## config.mk

```make
export PLATFORM = sky130hd
export DESIGN_NAME = esp_boot_loader
export DESIGN_NICKNAME = d
export VERILOG_FILES = /design/src/rtl/aq32_esp_pkg.sv /design/src/rtl/esp_boot_loader_path_rom.sv /design/src/rtl/esp_boot_loader.sv
export SDC_FILE = /design/constraint.sdc
export NUM_CORES = 1
export LEC_CHECK = 0
export CAP_MARGIN = 20
export CELL_PAD_IN_SITES_DETAIL_PLACEMENT = 0
export CELL_PAD_IN_SITES_GLOBAL_PLACEMENT = 2
export CORE_MARGIN = 2
export CORE_UTILIZATION = 34
export DETAILED_ROUTE_END_ITERATION = 10
export HOLD_SLACK_MARGIN = 0.02
export PLACE_DENSITY_LB_ADDON = 0.1
export SYNTH_ARGS = -nofsm -noshare
export SYNTH_HDL_FRONTEND = slang
export SYNTH_SLANG_ARGS = --single-unit
```

## constraint.sdc

```tcl
create_clock -name clk -period 5.1 [get_ports clk]
set_input_delay 1.53 -clock clk [delete_from_list [all_inputs] [get_ports clk]]
set_output_delay 1.53 -clock clk [all_outputs]
set_load 0.05 [all_outputs]
```

## src/rtl/aq32_esp_pkg.sv

```systemverilog
// Shared ESP command constants, error codes and boot-loader state encoding
// for the aq32 hardware boot path.
package aq32_esp_pkg;

  localparam logic [7:0] CMD_RESET    = 8'h01;
  localparam logic [7:0] CMD_OPEN     = 8'h10;
  localparam logic [7:0] CMD_READ     = 8'h12;
  localparam logic [7:0] CMD_CLOSEALL = 8'h1F;
  localparam logic [8:0] SOC_MARK     = 9'h100;
  localparam logic [7:0] ERR_LEN      = 8'hFD;
  localparam logic [7:0] ERR_RANGE    = 8'hFE;

  typedef enum logic [3:0] {
    S_IDLE, S_RST, S_CLALL, S_CLALL_RES, S_OPEN_CMD, S_OPEN_PATH, S_OPEN_RES,
    S_RD_CMD, S_RD_RES, S_RD_LEN_LO, S_RD_LEN_HI, S_RD_DATA, S_FIN, S_FIN_RES,
    S_DONE, S_ERROR
  } state_e;

  // Two-beat command: start-of-command marker, then the opcode byte.
  function automatic logic [8:0] cmd_beat(input logic [2:0] idx, input logic [7:0] cmd);
    if (idx == 3'd0) return SOC_MARK;
    else return {1'b0, cmd};
  endfunction

  function automatic logic is_rx_state(input state_e s);
    case (s)
      S_CLALL_RES, S_OPEN_RES, S_RD_RES, S_RD_LEN_LO,
      S_RD_LEN_HI, S_RD_DATA, S_FIN_RES: return 1'b1;
      default: return 1'b0;
    endcase
  endfunction

  function automatic logic is_result_state(input state_e s);
    case (s)
      S_CLALL_RES, S_OPEN_RES, S_RD_RES, S_FIN_RES: return 1'b1;
      default: return 1'b0;
    endcase
  endfunction

endpackage

```

## src/rtl/esp_boot_loader_path_rom.sv

```systemverilog
// Registered byte ROM holding the NUL-terminated boot file path; data
// appears one cycle after the address.
module boot_path_rom (
  input  logic       clk,
  input  logic       reset,
  input  logic [4:0] addr,
  output logic [7:0] data
);

  localparam int PATH_LEN = 22;
  localparam logic [8*PATH_LEN-1:0] BOOT_PATH = {"/cores/aq32/boot.aq32", 8'h00};

  // Byte 0 of the path is the most significant byte of BOOT_PATH.
  always_ff @(posedge clk or posedge reset) begin
    if (reset) data <= 8'h00;
    else if (addr < 5'(PATH_LEN)) data <= BOOT_PATH[8*(PATH_LEN-1-int'(addr)) +: 8];
    else data <= 8'h00;
  end

endmodule

```

## src/rtl/esp_boot_loader.sv

```systemverilog
// Boot sequencer: holds the aq32 CPU in reset, drives the ESP command stream
// to copy the boot image into RAM, then releases the CPU.
module esp_boot_loader
  import aq32_esp_pkg::*;
#(
  parameter int              ADDR_W    = 20,
  parameter logic [ADDR_W-1:0] LOAD_BASE = 20'h80000,
  parameter logic [15:0]     CHUNK     = 16'h8000
) (
  input  logic              clk,
  input  logic              reset,
  input  logic              start,
  output logic [8:0]        tx_data,
  output logic              tx_valid,
  input  logic              tx_ready,
  input  logic [7:0]        rx_data,
  input  logic              rx_valid,
  output logic              rx_ready,
  output logic [ADDR_W-1:0] mem_addr,
  output logic [7:0]        mem_wrdata,
  output logic              mem_wr,
  output logic              busy,
  output logic              done,
  output logic              error,
  output logic [7:0]        error_code,
  output logic [ADDR_W-1:0] bytes_loaded,
  output logic              cpu_reset_hold
);

  localparam logic [ADDR_W+1:0] ADDR_SPACE = {2'b01, {ADDR_W{1'b0}}};

  state_e              state_r, send_nxt_s;
  logic [2:0]          idx_r;
  logic [4:0]          path_idx_r, rom_addr_s;
  logic [7:0]          path_byte_s, fd_r, len_lo_r, fail_code_s;
  logic [15:0]         remain_r, len_s;
  logic [8:0]          tx_data_r, beat_s;
  logic                tx_valid_r, mem_wr_r, busy_r, done_r, error_r, cpu_hold_r;
  logic [7:0]          mem_wrdata_r, error_code_r;
  logic [ADDR_W-1:0]   mem_addr_r, bytes_loaded_r;
  logic [ADDR_W+1:0]   end_s;
  logic                last_s, rx_ready_s, rx_fire_s, fail_s;

  assign rx_ready_s = is_rx_state(state_r);
  assign rx_fire_s  = rx_valid & rx_ready_s;

  // Prefetch: advance the ROM address in the cycle a path byte is accepted.
  always_comb begin
    if (state_r == S_OPEN_PATH && tx_valid_r && tx_ready) rom_addr_s = path_idx_r + 5'd1;
    else rom_addr_s = path_idx_r;
  end

  boot_path_rom u_path_rom (
    .clk   (clk),
    .reset (reset),
    .addr  (rom_addr_s),
    .data  (path_byte_s)
  );

  // Next outgoing beat, whether it ends the current command, and where to go after.
  always_comb begin
    beat_s     = SOC_MARK;
    last_s     = 1'b0;
    send_nxt_s = S_IDLE;
    case (state_r)
      S_RST:      begin beat_s = cmd_beat(idx_r, CMD_RESET);    last_s = (idx_r == 3'd1); send_nxt_s = S_CLALL;     end
      S_CLALL:    begin beat_s = cmd_beat(idx_r, CMD_CLOSEALL); last_s = (idx_r == 3'd1); send_nxt_s = S_CLALL_RES; end
      S_OPEN_CMD: begin beat_s = cmd_beat(idx_r, CMD_OPEN);     last_s = (idx_r == 3'd1); send_nxt_s = S_OPEN_PATH; end
      S_OPEN_PATH: begin
        beat_s     = {1'b0, path_byte_s};
        last_s     = (tx_data_r[7:0] == 8'h00);
        send_nxt_s = S_OPEN_RES;
      end
      S_RD_CMD: begin
        case (idx_r)
          3'd0, 3'd1: beat_s = cmd_beat(idx_r, CMD_READ);
          3'd2:       beat_s = {1'b0, fd_r};
          3'd3:       beat_s = {1'b0, CHUNK[7:0]};
          default:    beat_s = {1'b0, CHUNK[15:8]};
        endcase
        last_s     = (idx_r == 3'd4);
        send_nxt_s = S_RD_RES;
      end
      S_FIN:      begin beat_s = cmd_beat(idx_r, CMD_CLOSEALL); last_s = (idx_r == 3'd1); send_nxt_s = S_FIN_RES;   end
      default:    begin beat_s = SOC_MARK; last_s = 1'b0; send_nxt_s = S_IDLE; end
    endcase
  end

  // Abort conditions in priority order: bad result byte, oversize chunk, RAM overrun.
  always_comb begin
    len_s = {rx_data, len_lo_r};
    end_s = (ADDR_W+2)'(LOAD_BASE) + (ADDR_W+2)'(bytes_loaded_r) + (ADDR_W+2)'(len_s);
    if (rx_fire_s && is_result_state(state_r) && rx_data[7]) begin
      fail_s = 1'b1; fail_code_s = rx_data;
    end else if (rx_fire_s && state_r == S_RD_LEN_HI && len_s > CHUNK) begin
      fail_s = 1'b1; fail_code_s = ERR_LEN;
    end else if (rx_fire_s && state_r == S_RD_LEN_HI && end_s > ADDR_SPACE) begin
      fail_s = 1'b1; fail_code_s = ERR_RANGE;
    end else begin
      fail_s = 1'b0; fail_code_s = 8'h00;
    end
  end

  // Sequencer FSM with all outputs registered.
  always_ff @(posedge clk or posedge reset) begin
    if (reset) begin
      state_r <= S_IDLE; idx_r <= 3'd0; path_idx_r <= 5'd0;
      fd_r <= 8'h00; len_lo_r <= 8'h00; remain_r <= 16'h0000;
      tx_data_r <= 9'h000; tx_valid_r <= 1'b0;
      mem_wr_r <= 1'b0; mem_addr_r <= '0; mem_wrdata_r <= 8'h00;
      busy_r <= 1'b0; done_r <= 1'b0; error_r <= 1'b0; error_code_r <= 8'h00;
      bytes_loaded_r <= '0; cpu_hold_r <= 1'b1;
    end else begin
      mem_wr_r <= 1'b0;
      if (fail_s) begin
        state_r <= S_ERROR; error_r <= 1'b1; error_code_r <= fail_code_s; busy_r <= 1'b0;
      end else begin
        case (state_r)
          S_IDLE, S_DONE, S_ERROR: begin
            if (start) begin
              state_r <= S_RST; idx_r <= 3'd0; path_idx_r <= 5'd0; tx_valid_r <= 1'b0;
              done_r <= 1'b0; error_r <= 1'b0; error_code_r <= 8'h00;
              bytes_loaded_r <= '0; busy_r <= 1'b1; cpu_hold_r <= 1'b1;
            end
          end
          S_RST, S_CLALL, S_OPEN_CMD, S_OPEN_PATH, S_RD_CMD, S_FIN: begin
            if (!tx_valid_r) begin
              tx_valid_r <= 1'b1; tx_data_r <= beat_s;
            end else if (tx_ready) begin
              tx_valid_r <= 1'b0;
              if (state_r == S_OPEN_PATH) path_idx_r <= path_idx_r + 5'd1;
              if (last_s) begin state_r <= send_nxt_s; idx_r <= 3'd0; end
              else idx_r <= idx_r + 3'd1;
            end
          end
          S_CLALL_RES: if (rx_fire_s) state_r <= S_OPEN_CMD;
          S_OPEN_RES:  if (rx_fire_s) begin fd_r <= rx_data; state_r <= S_RD_CMD; end
          S_RD_RES:    if (rx_fire_s) state_r <= S_RD_LEN_LO;
          S_RD_LEN_LO: if (rx_fire_s) begin len_lo_r <= rx_data; state_r <= S_RD_LEN_HI; end
          S_RD_LEN_HI: begin
            if (rx_fire_s) begin
              if (len_s == 16'h0000) state_r <= S_FIN;
              else begin remain_r <= len_s; state_r <= S_RD_DATA; end
            end
          end
          S_RD_DATA: begin
            if (rx_fire_s) begin
              mem_wr_r <= 1'b1; mem_addr_r <= LOAD_BASE + bytes_loaded_r; mem_wrdata_r <= rx_data;
              bytes_loaded_r <= bytes_loaded_r + ADDR_W'(1);
              remain_r <= remain_r - 16'd1;
              if (remain_r == 16'd1) state_r <= S_RD_CMD;
            end
          end
          S_FIN_RES: begin
            if (rx_fire_s) begin
              state_r <= S_DONE; done_r <= 1'b1; busy_r <= 1'b0; cpu_hold_r <= 1'b0;
            end
          end
          default: state_r <= S_IDLE;
        endcase
      end
    end
  end

  assign tx_data        = tx_data_r;
  assign tx_valid       = tx_valid_r;
  assign rx_ready       = rx_ready_s;
  assign mem_addr       = mem_addr_r;
  assign mem_wrdata     = mem_wrdata_r;
  assign mem_wr         = mem_wr_r;
  assign busy           = busy_r;
  assign done           = done_r;
  assign error          = error_r;
  assign error_code     = error_code_r;
  assign bytes_loaded   = bytes_loaded_r;
  assign cpu_reset_hold = cpu_hold_r;

endmodule

```

==> impl_metrics.ini <==
[synthesis]
synth_async_sr_flop_share_pct = 100.0
synthTopCellsByArea = dfrtp_1 40%, nand2_1 8.4%, o21ai_0 5.2%
synth_cells = 912
synth_edf_count = 0
synth.distinct_cells = 74
dominantRegCellSynth = dfrtp_1
ys_warn_count = 0
ys_ff_latch = 122
ys_seq_area_share_pct = 40.27
syn_area_mm2 = 0.007584
avgSynthCellArea_um2 = 8.315
synth_top_area_share_pct = 39.93
synth_top_area_cell = dfrtp_1
syn_nets = 952

[global_routing]
antenna_found_initial = 0
grt_max_degree = 57
grt_overflow = 0
grtUsageTotal_pct = 21.32
grt_pass1_wl_mm = 39.98
grt_pass1_vias = 7193

[sta]
tightest_slew_ns = 1.049
fin_crit_sh_pct = 89.82
hold_viol = 0
maxSlewViolCount = 0
max_freq_mhz = 218.3
rsz0062_at_grt = no
setup_violations = 0
skew_ns = 0.008548
timing.hold.ws_ns = 0.4721
max_slew_margin_pct = 29.88
min_period_ns = 4.581
tns_ns = 0

[pwr]
power_mw = 4.938
ir_drop_mv = 0.4607
power.share.switching_pct = 42.61
power_leakage_nw = 4.100
power_per_cell_area_mw_per_mm2 = 515.4
p_seq_share_pct = 30.7
p_switching_mw = 2.104
p_int_mw = 2.834
power_frac_clock_pct = 27.0
combPwrFrac_pct = 42.2

[clock_network]
clock-root-buffer = clkbuf_16
cts_sinks = 122
cts_resized = 0
cts_buffer_depth = 2
postCtsSetupBuffers = 0
cts_max_level = 4
clock_latency_ns = 0.43
clkTransAtPathRegs_ns = 0.06
cts_hold_buf = 0
cts_tree = yes
cts_made_buffers = 17

[worst_setup_path]
path_class = input port to flop
cp_data_arrival_time_ns = 4.87
crit_required_ns = 5.39
cpMaxStageDelayCell = or4_4
worstSetupEndpointType = flop
startpoint_type = input port
crit_chain = clkdlybuf4s50_1 -> ha_1 -> nand2_1 -> o21a_1 -> o21ai_0 -> a2111oi_4 -> o2111ai_1 -> or4_4 -> o31ai_4 -> buf_12 -> and2_1 -> a31oi_1
crit_fanout = 16
max_stage_delay_ns = 0.57

[floorplanning]
fp.dieW_um = 153.3
design.core.area_mm2 = 0.02189
rows = 54
start_util_pct = 34.64
ios = 85
dieHeight_um = 153.3
die_area_mm2 = 0.02351

[detailed_routing]
vias_per_cell = 5.511
post_drt_wl_per_cell_um = 18.78
firstDrtPassIters = 7
drc_errors = 0
drt_wl_total_mm = 24.57
drtAntennaViolNets = 0
drt_iter0_markers = 393
num_vias = 7208

[finish]
nFillCells = 2211
diodes = 0
final_layout_size_suffix_gt1_share_pct = 10.70
finish.net_count = 1055
synthToLayoutAreaGrowth_pct = 26.33
multi_input_comb_area_mm2 = 0.004298
seqCellArea_mm2 = 0.003054
final_util_pct = 43.76

[place]
hpwl_mm = 17.54
gp_congestion = 0.8478
placement.io_buffers = 84

[min_path]
hp-class = flop to flop

[run_status]
status = finished, final reports clean

[flow_run]
cap_viol_max_count = 0
## registers in the layout, summed over array words and instances (netlist names), 3 cells and up
register / cells
path_idx_r: 5
idx_r: 3
u_path_rom.data: 7
mem_addr: 20
tx_data: 9
len_lo_r: 8
bytes_loaded: 20
error_code: 8
state_r: 4
remain_r: 16
fd_r: 8
mem_wrdata: 8
## cell usage in the layout (no fill, tap or decap), types with 18 or more instances in the layout
cell type,netlist,final
a21oi_1,69,69
a31oi_1,22,21
buf_4,1,41
clkdlybuf4s50_1,0,84
dfrtp_1,121,121
ha_1,26,26
mux2_2,18,18
nand2_1,169,169
nand3_1,29,29
nor2_1,82,81
nor3_1,24,24
o21ai_0,79,79
## per-stage QoR
step           instances  setup WS, ns  cell area [um^2]
3_5_place_dp        1276       0.09832              8941
5_1_grt             1308        0.3114              9580
6_report            1308        0.5193              9580
2_1_floorplan        912        0.3291              7584
3_3_place_gp        1275        0.1023              8930
4_1_cts             1308        0.5352              9580
## kinds of logic (layout without fill, tap and decap cells)
family / count (synthesis) / count (layout) / share of synthesized area (%)
AOI/OAI and AO/OA: 269 / 269 / 22.44
xor gates and xnor gates: 20 / 20 / 2.310
adders and majority gates: 27 / 27 / 4.554
buffers and inverters: 58 / 174 / 3.168
DFF: 122 / 122 / 40.27
muxes: 22 / 22 / 3.201
and+or+nand+nor: 394 / 394 / 24.06
## synth_stat cells (7+ instances only)
master,n
nand2_1,169
dfrtp_1,121
nor2_1,82
o21ai_0,79
a21oi_1,69
clkbuf_1,31
nand3_1,29
ha_1,26
nor3_1,24
a31oi_1,22
mux2_2,18
and3_1,16
inv_1,12
nand4_1,12
o211ai_1,12
o22ai_1,10
xnor2_1,10
xor2_1,10
or3_1,9
nand2b_1,8
nor2b_1,8
nor4_1,8
o21a_1,7
## worst max-delay path, delay by kind of cell
kind,cells,cell delay (ns)
buf+inv,2,0.68
fa+ha+maj,1,0.38
simple gates,3,1.02
compound gates,6,1.24
## power groups by stage
stage                     registers [mW]  logic, mW  clock network, mW
after floorplan                     1.75       1.19                  0
after global routing                1.56       2.31               1.40
after CTS                           1.52       2.10               1.36
after detailed placement            1.53       2.08                  0
final                               1.52       2.09               1.33
after global placement              1.54       2.09                  0
## path summary, 6_finish.rpt
check / start / endpoint / slack (ns) / cells past startpoint
min: mem_addr[10] / mem_addr[10] / 0.47 / 2
max: rx_data[0] / state_r[0] / 0.52 / 12
min reg2reg: mem_addr[10] / mem_addr[10] / 0.47 / 2
max in group asynchronous: reset / cpu_reset_hold / 2.65 / 3
max reg2reg: bytes_loaded[0] / state_r[0] / 1.09 / 12
min in group asynchronous: reset / mem_addr[1] / 1.59 / 2
## area by class of cell
class / instances / share of cell area (%)
clock buffer: 17 / 4.440
sequential: 122 / 31.88
timing repair buffer: 127 / 12.32
multi-input combinational: 732 / 44.86
clock inverter: 15 / 2.233
inverter: 15 / 0.6138
tap: 280 / 3.657
## per-layer routing
metal  track usage (%)  vias up  share of wire (%)
met5                 0        -                  0
met4             6.903        0                2.1
met3             3.062       22                3.1
met2             36.27      154                 49
met1             28.00     3487                 46
li1                  -     3545                  -
Power figures use the tool's default switching activity.
